### config.mk
export PLATFORM = sky130hd
export DESIGN_NAME = frame_timing_ctrl
export DESIGN_NICKNAME = d
export VERILOG_FILES = /design/src/rtl/frame_timing_ctrl.sv
export SDC_FILE = /design/constraint.sdc
export NUM_CORES = 1
export LEC_CHECK = 0
export BUFFER_PORTS_ARGS = -buffer_cell sky130_fd_sc_hd__buf_2
export CORE_ASPECT_RATIO = 2
export CORE_MARGIN = 3
export CORE_UTILIZATION = 44
export DETAILED_ROUTE_END_ITERATION = 8
export PLACE_DENSITY = 0.69
export SETUP_SLACK_MARGIN = 0.02
export SYNTH_ARGS = -nofsm -noshare
export SYNTH_HDL_FRONTEND = slang
export SYNTH_SLANG_ARGS = --single-unit
### constraint.sdc
create_clock -name clk -period 17.6 [get_ports clk]
set_input_delay 3.52 -clock clk [delete_from_list [all_inputs] [get_ports clk]]
set_output_delay 3.52 -clock clk [all_outputs]
set_load 0.1 [all_outputs]
### src/rtl/frame_timing_ctrl.sv
// Frame-level sequencer: holds the active timing configuration, gates the horizontal
// generator and counts lines into vertical sync/blank/active flags and frame_start.
module frame_timing_ctrl #(
    parameter int unsigned N = 12
) (
    input  logic         clk,
    input  logic         reset,
    input  logic         start,
    input  logic         stop,
    input  logic         cfg_valid,
    output logic         cfg_ready,
    input  logic [N-1:0] cfg_h_sync,
    input  logic [N-1:0] cfg_h_back,
    input  logic [N-1:0] cfg_h_active,
    input  logic [N-1:0] cfg_h_front,
    input  logic [N-1:0] cfg_v_sync,
    input  logic [N-1:0] cfg_v_back,
    input  logic [N-1:0] cfg_v_active,
    input  logic [N-1:0] cfg_v_front,
    input  logic         line_end,
    output logic         gen_enable,
    output logic [N-1:0] h_sync_width,
    output logic [N-1:0] h_back_porch,
    output logic [N-1:0] h_active_pix,
    output logic [N-1:0] h_front_porch,
    output logic         v_sync,
    output logic         v_blank,
    output logic         v_active,
    output logic         frame_start,
    output logic [N-1:0] line_cnt,
    output logic         busy,
    output logic         cfg_error
);

    typedef struct packed {
        logic [N-1:0] hs, hb, ha, hf;
        logic [N-1:0] vs, vb, va, vf;
    } cfg_t;

    typedef enum logic [1:0] {StIdle, StArm, StRun, StDrain} state_e;

    localparam logic [N+1:0] MaxTotal = {2'b00, {N{1'b1}}};

    state_e       state_q, state_d;
    cfg_t         active_q, shadow_q, cfg_in, cfg_d;
    logic         pending_q, pending_d, cfg_loaded_q;
    logic [N+1:0] h_total, v_total;
    logic [N-1:0] act_v_total, line_d, act_start, act_end;
    logic         hs_ok, hs_bad, cfg_ok, eol, wrap, xfer, fs_d, busy_d;

    assign cfg_ready    = ~pending_q;
    assign cfg_in       = '{cfg_h_sync, cfg_h_back, cfg_h_active, cfg_h_front,
                            cfg_v_sync, cfg_v_back, cfg_v_active, cfg_v_front};
    assign h_sync_width  = active_q.hs;
    assign h_back_porch  = active_q.hb;
    assign h_active_pix  = active_q.ha;
    assign h_front_porch = active_q.hf;

    always_comb begin
        h_total = (N+2)'(cfg_h_sync) + (N+2)'(cfg_h_back) + (N+2)'(cfg_h_active)
                + (N+2)'(cfg_h_front);
        v_total = (N+2)'(cfg_v_sync) + (N+2)'(cfg_v_back) + (N+2)'(cfg_v_active)
                + (N+2)'(cfg_v_front);
        cfg_ok  = (cfg_h_sync != '0) && (cfg_h_active != '0) && (cfg_v_sync != '0)
               && (cfg_v_active != '0) && (h_total <= MaxTotal) && (v_total <= MaxTotal);
        hs_ok   = cfg_valid & cfg_ready & cfg_ok;
        hs_bad  = cfg_valid & cfg_ready & ~cfg_ok;

        // Active config was validated on entry, so its total fits in N bits.
        act_v_total = active_q.vs + active_q.vb + active_q.va + active_q.vf;
        wrap        = (line_cnt == act_v_total - N'(1));
        eol         = line_end & ((state_q == StRun) | (state_q == StDrain));

        state_d = state_q;
        line_d  = line_cnt;
        xfer    = 1'b0;
        fs_d    = 1'b0;
        unique case (state_q)
            StIdle: begin
                xfer = pending_q;
                if (start && cfg_loaded_q) state_d = StArm;
            end
            StArm: begin
                xfer    = pending_q;
                line_d  = '0;
                fs_d    = 1'b1;
                state_d = StRun;
            end
            StRun, StDrain: begin
                if (state_q == StRun && stop) state_d = StDrain;
                if (eol) begin
                    if (wrap) begin
                        line_d = '0;
                        xfer   = pending_q;
                        if (state_q == StRun) fs_d = 1'b1;
                        else                  state_d = StIdle;
                    end else begin
                        line_d = line_cnt + N'(1);
                    end
                end
            end
            default: state_d = StIdle;
        endcase

        cfg_d     = xfer ? shadow_q : active_q;
        pending_d = (pending_q & ~xfer) | hs_ok;
        busy_d    = (state_d != StIdle);
        act_start = cfg_d.vs + cfg_d.vb;
        act_end   = act_start + cfg_d.va;
    end

    always_ff @(posedge clk or negedge reset) begin
        if (!reset) begin
            state_q      <= StIdle;
            active_q     <= '0;
            shadow_q     <= '0;
            pending_q    <= 1'b0;
            cfg_loaded_q <= 1'b0;
            line_cnt     <= '0;
            gen_enable   <= 1'b0;
            frame_start  <= 1'b0;
            busy         <= 1'b0;
            v_sync       <= 1'b0;
            v_active     <= 1'b0;
            v_blank      <= 1'b0;
            cfg_error    <= 1'b0;
        end else begin
            state_q      <= state_d;
            active_q     <= cfg_d;
            if (hs_ok) shadow_q <= cfg_in;
            pending_q    <= pending_d;
            cfg_loaded_q <= cfg_loaded_q | xfer;
            line_cnt     <= line_d;
            gen_enable   <= (state_d == StRun) || (state_d == StDrain);
            frame_start  <= fs_d;
            busy         <= busy_d;
            // Flags track the next line count and config so they align with line_cnt.
            v_sync       <= busy_d && (line_d < cfg_d.vs);
            v_active     <= busy_d && (line_d >= act_start) && (line_d < act_end);
            v_blank      <= busy_d && !((line_d >= act_start) && (line_d < act_end));
            cfg_error    <= hs_bad;
        end
    end

endmodule
==> impl_results.md <==
- Unique masters post-synth: 59
- Most frequent cells in the layout: dfrtp_1 (214), buf_2 (168), mux2_2 (163), ha_1 (108), inv_1 (73)
- Residual DRC: 0
- Initial core utilization: 44.9%
- Via count: 8981
- Inserted Clock Buffers: 22
- Post-synth EDFFs: 0
- Nets@finish: 1521
- Area growth, synth to finish: 12.5%
- Slew HR: 15.0%
- Worst-Skew Late Latency: 520 ps
- Register Area: 5360 sq um
- Design Area, Final: 15300 sq um
- Crit path DAT: 10850 ps
- Post-synthesis mux area share: 17.2%
- CTS Sinks: 214
- Main combinational cell family by area after synthesis: adder cells
- Via/cell ratio: 5.53
- Post-CTS Resized: 0
- Fillers: 2652
- Maximum VDD drop: 82.3 uV
- Congestion Overflow GR: 0
- Synth Area in Simple Gates: 6.52%
- Fmax: 0.0962 GHz
- Detailed Route Iter0 Violations: 342
- Seq pwr share: 40.6%
- Worst-Margin Slew: 1260 ps
- Multi-input logic area: 7510 sq um
- Avg WL per Cell: 22.4 um
- Yosys reg bits: 214
- PwrDens: 106 nW/um^2
- Final hold vios: 0
- Top-Level Pins: 170
- Setup TNS: 0 ps
- Syn Inst Count: 1115
- Die area: 33300 sq um
- Final setup margin: 7210 ps
- Clock Power Share: 33.0%
- Worst-path clk slew: 60 ps
- P_sw: 0.513 mW
- DP Area: 14500 sq um
- Hold WC Path Type: flop to flop
- Async S/R FF share, synth: 100%
- Post-place setup slack: 6740 ps
- Row cnt: 90
- Root buffer cell: clkbuf_16
- Yosys Warn Count: 0
- Largest stage delay, worst path: 950 ps
- Max-slew violations: 0
- Mean Syn Cell Area: 12.2 sq um
- Post-CTS setup buffers: 0
- CTS H-tree depth: 1
- Gate power share: 26.4%
- WHS: 500 ps
- Largest net degree at the start of global routing: 91
- RSZ-0062 raised after global routing: no
- GP Congestion: 1.03
- Clock buffer depth: 3
- Core ar.: 30400 sq um
- Fin util: 50.5%
- Worst path required time: 18060 ps
- DRT Wirelength: 36400 um
- Number of setup violations in the final report: 0
- Proportion of layout cells with a drive suffix above 1: 33.1%
- Crit Path Class: primary input to flop
- Die Ht: 255 um
- CP max stage cell: buf_4
- Post-Layout Cell Count: 1624
- I/O Buffers: 169
- Crit start category: primary input
- Number of antenna violations at the first check in global routing: 0
- Vias in the first global route: 10025
- Post-synthesis sequential area ratio: 39.2%
- Post-Synth Adder-Cell Area: 20.3%
- Power Internal: 1.12 mW
- Synthesized area: 13600 sq um
- GR Util All Layers: 22.4%
- Clk_skew: 12.1 ps
- Post-Syn Nets: 1396
- Placed Cells: 1584
- Dpl hpwl: 29000 um
- Final period utilization: 59.1%
- Status: finished clean
- Pleak: 7.90 nW
- Total iterations of the first detailed-routing run: 5
- Ant. Diodes: 0
- Post-synthesis xor/xnor area fraction: 3.59%
- Post-route minimum period: 10390 ps
- CP Max Fanout: 74
- CTS tree: yes
- Final ANT Viol Nets: 0
- CTS hold repair buffers: 0
- Commonest non-fill, non-tap cell in the layout: dfrtp_1
- Total power: 1.63 mW
- First-pass GRT wire length: 56400 um
- Worst setup EP type: flop
- Synth Area in Compound Gates: 7.34%
- Main flop type after synthesis: dfrtp_1
- Max Cap Viol: 0
- Sw Share: 31.5%
- Chip width: 131 um
==> final timing paths <==
check,start,to,slack [ps],depth (start not counted)
min in group asynchronous,reset,v_sync,3010,1
max in group asynchronous,reset,shadow_q[41],12530,3
max reg2reg,active_q[2],v_active,7460,35
min,h_back_porch[1],h_back_porch[1],500,1
min reg2reg,h_back_porch[1],h_back_porch[1],500,1
max,line_end,v_active,7210,30
==> per-layer routing <==
layer	routed length, um	track usage [%]	vias to the layer above
li1	-	-	4131
met1	12300	22.5	4525
met2	20800	44.3	247
met3	1340	2.32	78
met4	1950	10.7	0
met5	0	0	-
==> layout make-up <==
| type | instances | share of cell area [%] |
|---|---|---|
| repair buffers | 176 | 5.92 |
| inverters | 73 | 1.79 |
| flip-flops and latches | 214 | 34.9 |
| well taps | 368 | 3.00 |
| clock inverters | 14 | 1.43 |
| multi-input cells | 753 | 49.0 |
| clock buffers | 26 | 4.02 |
==> sequential cells by signal, summed over array words and instances (netlist names) <==
signal / cells
frame_start: 1
cfg_loaded_q: 1
v_blank: 1
h_front_porch: 12
h_active_pix: 12
cfg_error: 1
busy: 1
v_active: 1
h_back_porch: 12
gen_enable: 1
v_sync: 1
pending_q: 1
h_sync_width: 12
active_q: 48
line_cnt: 12
shadow_q: 96
state_q: 1
==> cells in the mapped netlist (11+ instances only) <==
master / n / area [sq um]
buf_2: 17 / 85.1
nand3_1: 23 / 115
o21ai_0: 37 / 185
nor2_1: 25 / 93.8
mux2_4: 29 / 435
xor2_1: 28 / 245
xnor2_1: 28 / 245
nand2_1: 31 / 116
nor2b_1: 13 / 81.3
nand2b_1: 11 / 68.8
buf_4: 48 / 360
nor4_1: 15 / 93.8
a21oi_1: 37 / 185
ha_1: 108 / 1350
dfrtp_1: 214 / 5360
a21o_1: 28 / 210
and3_1: 16 / 100
mux2_2: 163 / 1840
inv_1: 73 / 274
fa_1: 71 / 1420
==> power by group through the flow <==
stage               registers, mW  clock network, mW  logic, mW
global placement            0.667                  0      0.422
detailed placement          0.671                  0      0.432
CTS                         0.663              0.554      0.434
floorplan                   0.694                  0      0.265
global route                0.676              0.571      0.473
finish                      0.663              0.538      0.430
==> cell families (layout without fill, tap and decap cells) <==
kind of cell | count (synthesis) | after routing
fa+ha+maj | 179 | 179
mux | 200 | 200
flops | 214 | 214
compound gates | 154 | 154
xor+xnor | 56 | 56
buf+inv | 148 | 289
simple gates | 164 | 164
==> worst max-delay path: cells and delay by family <==
family / cells / cell delay (ps)
and+or+nand+nor: 10 / 1240
AOI/OAI and AO/OA: 10 / 2890
buffers and inverters: 2 / 1090
muxes: 2 / 560
adders and majority gates: 3 / 890
xor gates and xnor gates: 3 / 610
Note: power is estimated with default switching activity, not from simulation.
